### config.mk
export PLATFORM = sky130hd
export DESIGN_NAME = ps2_receive
export DESIGN_NICKNAME = d
export VERILOG_FILES = /design/src/rtl/ps2_receive.sv
export SDC_FILE = /design/constraint.sdc
export NUM_CORES = 1
export LEC_CHECK = 0
export CAP_MARGIN = 25
export CORE_ASPECT_RATIO = 1.5
export CORE_UTILIZATION = 56
export CTS_BUF_LIST = sky130_fd_sc_hd__clkbuf_16
export DETAILED_ROUTE_END_ITERATION = 16
export DONT_BUFFER_PORTS = 1
export PLACE_DENSITY = 0.75
export SYNTH_ARGS = -nofsm -noshare
export SYNTH_HDL_FRONTEND = slang
export SYNTH_SLANG_ARGS = --single-unit
### constraint.sdc
create_clock -name clk_25mhz -period 3.3 [get_ports clk_25mhz]
set_input_delay 0.99 -clock clk_25mhz [delete_from_list [all_inputs] [get_ports clk_25mhz]]
set_output_delay 0.99 -clock clk_25mhz [all_outputs]
set_load 0.05 [all_outputs]
### src/rtl/ps2_receive.sv
// Host-side PS/2 receiver: conditions the raw pins, deframes 11-bit device frames
// and folds E0/F0 scancode prefixes into single key events.
module ps2_receive #(
    parameter int unsigned FILTER_LEN     = 8,
    parameter int unsigned TIMEOUT_CYCLES = 25000
) (
    input  logic       clk_25mhz,
    input  logic       resetn,
    input  logic       ps2_clk,
    input  logic       ps2_data,
    output logic [7:0] rx_data,
    output logic       rx_valid,
    output logic       parity_err,
    output logic       frame_err,
    output logic       busy,
    output logic [7:0] key_code,
    output logic       key_extended,
    output logic       key_release,
    output logic       key_valid
);

    localparam int unsigned FW = $clog2(FILTER_LEN + 1);
    localparam int unsigned TW = $clog2(TIMEOUT_CYCLES + 1);

    typedef enum logic [1:0] {
        IDLE,
        DATA,
        PARITY,
        STOP
    } state_t;

    state_t        state;
    logic          clk_s1, clk_s2;
    logic          dat_s1, dat_s2;
    logic          fclk, fclk_q;
    logic [FW-1:0] filt_cnt;
    logic          fall;
    logic [2:0]    bit_cnt;
    logic [7:0]    shreg;
    logic          par;
    logic [TW-1:0] to_cnt;
    logic          ext_flag, rel_flag;

    // Conditioning registers reset to the idle-high bus level so release is edge-free.
    always_ff @(posedge clk_25mhz or negedge resetn) begin
        if (!resetn) begin
            clk_s1 <= 1'b1;
            clk_s2 <= 1'b1;
            dat_s1 <= 1'b1;
            dat_s2 <= 1'b1;
        end else begin
            clk_s1 <= ps2_clk;
            clk_s2 <= clk_s1;
            dat_s1 <= ps2_data;
            dat_s2 <= dat_s1;
        end
    end

    always_ff @(posedge clk_25mhz or negedge resetn) begin
        if (!resetn) begin
            fclk     <= 1'b1;
            fclk_q   <= 1'b1;
            filt_cnt <= '0;
        end else begin
            fclk_q <= fclk;
            if (clk_s2 != fclk) begin
                if (filt_cnt == FW'(FILTER_LEN - 1)) begin
                    fclk     <= clk_s2;
                    filt_cnt <= '0;
                end else begin
                    filt_cnt <= filt_cnt + FW'(1);
                end
            end else begin
                filt_cnt <= '0;
            end
        end
    end

    assign fall = fclk_q & ~fclk;
    assign busy = (state != IDLE);

    always_ff @(posedge clk_25mhz or negedge resetn) begin
        if (!resetn) begin
            state      <= IDLE;
            bit_cnt    <= '0;
            shreg      <= '0;
            par        <= 1'b0;
            to_cnt     <= '0;
            rx_data    <= '0;
            rx_valid   <= 1'b0;
            parity_err <= 1'b0;
            frame_err  <= 1'b0;
        end else begin
            rx_valid   <= 1'b0;
            parity_err <= 1'b0;
            frame_err  <= 1'b0;

            if (fall || state == IDLE) begin
                to_cnt <= '0;
            end else begin
                to_cnt <= to_cnt + TW'(1);
            end

            if (fall) begin
                case (state)
                    IDLE: begin
                        if (!dat_s2) begin
                            state   <= DATA;
                            bit_cnt <= '0;
                        end else begin
                            frame_err <= 1'b1;
                        end
                    end
                    DATA: begin
                        shreg   <= {dat_s2, shreg[7:1]};
                        bit_cnt <= bit_cnt + 3'd1;
                        if (bit_cnt == 3'd7) begin
                            state <= PARITY;
                        end
                    end
                    PARITY: begin
                        par   <= dat_s2;
                        state <= STOP;
                    end
                    STOP: begin
                        state <= IDLE;
                        if (!dat_s2) begin
                            frame_err <= 1'b1;
                        end else if (^{shreg, par}) begin
                            rx_data  <= shreg;
                            rx_valid <= 1'b1;
                        end else begin
                            parity_err <= 1'b1;
                        end
                    end
                    default: state <= IDLE;
                endcase
            end else if (state != IDLE && to_cnt == TW'(TIMEOUT_CYCLES - 1)) begin
                state     <= IDLE;
                frame_err <= 1'b1;
                to_cnt    <= '0;
            end
        end
    end

    // Scancode layer consumes the registered byte pulse, so key_valid lags rx_valid by one.
    always_ff @(posedge clk_25mhz or negedge resetn) begin
        if (!resetn) begin
            ext_flag     <= 1'b0;
            rel_flag     <= 1'b0;
            key_code     <= '0;
            key_extended <= 1'b0;
            key_release  <= 1'b0;
            key_valid    <= 1'b0;
        end else begin
            key_valid <= 1'b0;
            if (parity_err || frame_err) begin
                ext_flag <= 1'b0;
                rel_flag <= 1'b0;
            end else if (rx_valid) begin
                case (rx_data)
                    8'hE0: ext_flag <= 1'b1;
                    8'hF0: rel_flag <= 1'b1;
                    default: begin
                        key_code     <= rx_data;
                        key_extended <= ext_flag;
                        key_release  <= rel_flag;
                        key_valid    <= 1'b1;
                        ext_flag     <= 1'b0;
                        rel_flag     <= 1'b0;
                    end
                endcase
            end
        end
    end

endmodule

==> out/metrics.cfg <==
[status]
outcome=completed

[synth]
yosys_warnings=0
synth_edf_count=0
synthFlopType=dfrtp_1
ys_ff_latch=63
synth.avg_cell_area_um2=11.6
ys_top_cells_by_area=dfrtp_1 52%, mux2_2 10%, dfstp_2 5.7%
synth.most_common_cell=dfrtp_1
ys_async_sr_fraction_pct=100
synth_area_um2=2750
synth_top_area_cell=dfrtp_1
synth_cell_types=31
synth.net_count=248
synthTopCellsByCount=57 x dfrtp_1, 28 x nor2_1, 25 x mux2_2
synth_cells=236
synth_top_area_share_pct=51.9
synth-seq-area-share_pct=57.7

[detailed_routing]
wl_per_cell_um=15.5
drc=0
drt_first_pass_iters=6
dr.first_iter.drc_count=68
vias=1718
ant_nets=0
drt_wl_total_mm=4.83
via_per_inst=5.52

[critical_path]
cp-start-kind=flop
crit_required_ps=2310
crit-reg2reg-launch=rx_data[7]$_DFFE_PN0P_
worstPathArrival_ps=1500
r2r-end=key_code[7]$_DFFE_PN0P_
cp-end-kind=output pin
path_class=reg -> out
worstRegToRegCells=4
timing.reg2reg.setup_slack_ps=1150
worst-path-max-fanout=8

[cts]
post_cts_resized=0
cts_hold_buf=0
cts_setup_buffers=0
cts_tree=yes
cts_sinks=63
htree_num_levels=3
worstSkewPairLatency_ps=320
clockBufferDepth=2
cts.reportedPaths.clkPinSlew_ps=50
cts-root-buf=clkbuf_16
numCtsBuffers=9

[power_and_ir_drop]
pwr-share-seq_pct=41.7
clockPowerShare_pct=42.0
internal-power_w=0.00164
p_sw_w=0.000626
p_leak_nw=1.46
power_density_nw_per_um2=730
combPwrFrac_pct=16.3
irDropWorstVdd_v=0.000595
switching_share_pct=27.6

[timing]
rsz0062_at_grt=false
slew_headroom_pct=61.0
tns_ps=0
post-route-period-util_pct=75.4
worst_slew_pin_slew_ps=586
setup_viol=0
fmax_mhz=402
hold_viol=0
finalClockSkew_ps=7.56
slew_violations=0
period_minus_slack_ps=2490

[finish]
regArea_um2=1580
nets=254
multi_input_area_um2=1100
num_antenna_cells=0
n_fill_cell=372
drive_above_1_share_pct=18.6
area_growth_pct=13.0
final_cells=311

[global_route]
grt_antenna_before_repair=0
overflow=0
track_usage_pct=21.6
grt_pass1_vias=1766
grt_pass1_wl_mm=7.91
grt_max_degree=64

[min_path]
hold_class=reg -> reg
hold-path-cell-count=0
hold_end=clk_s2$_DFF_PN1_
min-delay-start=clk_s1$_DFF_PN1_

[die]
start_util_pct=59.5
io_pins=27
fp.dieH_um=87.8
fp.dieArea_um2=5200
rows=30
core_um2=4620
die_x_um=59.2

[flow_run]
drv_cap=0

[placed_design]
dp_hpwl_mm=3.16
port-buffer-count=0
dp_cells=295
place_congestion=0.756

-- routing by layer --
| layer | global-route usage, % | wire (um) | vias up |
|---|---|---|---|
| li1 | - | - | 817 |
| met1 | 23.3 | 2010 | 860 |
| met2 | 36.6 | 2620 | 36 |
| met3 | 7.09 | 118 | 5 |
| met4 | 11.7 | 77 | 0 |
| met5 | 0 | 0 | - |
-- worst max-delay path by stage --
stage,startpoint,to,cells past startpoint
floorplan,state[0]$_DFFE_PN0P_,busy,3
global placement,state[0]$_DFFE_PN0P_,busy,3
detailed placement,rx_data[7]$_DFFE_PN0P_,key_code[3]$_DFFE_PN0P_,4
CTS,state[0]$_DFFE_PN0P_,busy,3
global route,state[0]$_DFFE_PN0P_,busy,3
finish,state[0]$_DFFE_PN0P_,busy,3
-- critical path, cell delays in order (launching register included) --
cell     delay (ps)
dfrtp_1         400
inv_1            80
ha_1            300
inv_1           400
-- cell usage in the layout, fill, tap and decap left out, types with 4 or more instances in the layout --
master / instances
dfstp_2: 6
o21ai_0: 10
ha_1: 8
nand2_1: 16
nor3_1: 4
mux2_2: 25
clkbuf_16: 9
a21oi_1: 10
inv_1: 11
xnor2_1: 15
dfrtp_1: 57
nor2b_1: 4
xor2_1: 7
nor2_1: 28
nand3_1: 14
-- through the flow --
| stage | total power, W | util, % | setup slack, ps | instance area, um2 | hold WS (ps) |
|---|---|---|---|---|---|
| finish | 0.00227 | 67.3 | 812 | 3110 | 353 |
| global route | 0.00239 | 67.3 | 762 | 3110 | 341 |
| CTS | 0.00229 | 67.3 | 811 | 3110 | 350 |
| detailed placement | 0.00132 | 60.6 | 1150 | 2800 | 347 |
| global placement | 0.00131 | 60.6 | 1190 | 2800 | 347 |
| floorplan | 0.00126 | - | 1270 | 2750 | 345 |
-- area by class of cell --
cell class | instances | area share (%)
Multi-Input combinational cell | 160 | 35.6
Inverter | 8 | 0.967
Clock inverter | 7 | 2.62
Clock buffer | 9 | 7.25
Sequential cell | 63 | 51.0
Tap cell | 64 | 2.58
-- cells by family after synthesis --
kind of cell	count (synthesis)	synth area share [%]
xor gates and xnor gates	22	7.01
muxes	27	11.2
buffers and inverters	13	2.14
DFF	63	57.7
adders and majority gates	8	3.64
AOI/OAI and AO/OA	24	4.83
and+or+nand+nor	79	13.6
-- power by group through the flow --
stage          Combinational [W]  Sequential (W)  Clock, W
4_1_cts                 0.000373        0.000944  0.000971
6_report                0.000371        0.000945  0.000951
2_1_floorplan           0.000332        0.000933         0
3_5_place_dp            0.000367        0.000955         0
3_3_place_gp            0.000362        0.000951         0
5_1_grt                 0.000414        0.000955   0.00102
-- state kept, by name, indices dropped and copies added (netlist names), 2 cells and up --
| signal | flops |
|---|---|
| filt_cnt | 4 |
| state | 2 |
| bit_cnt | 3 |
| key_code | 8 |
| to_cnt | 15 |
| shreg | 8 |
| rx_data | 8 |
(Power assumes the default switching activity.)
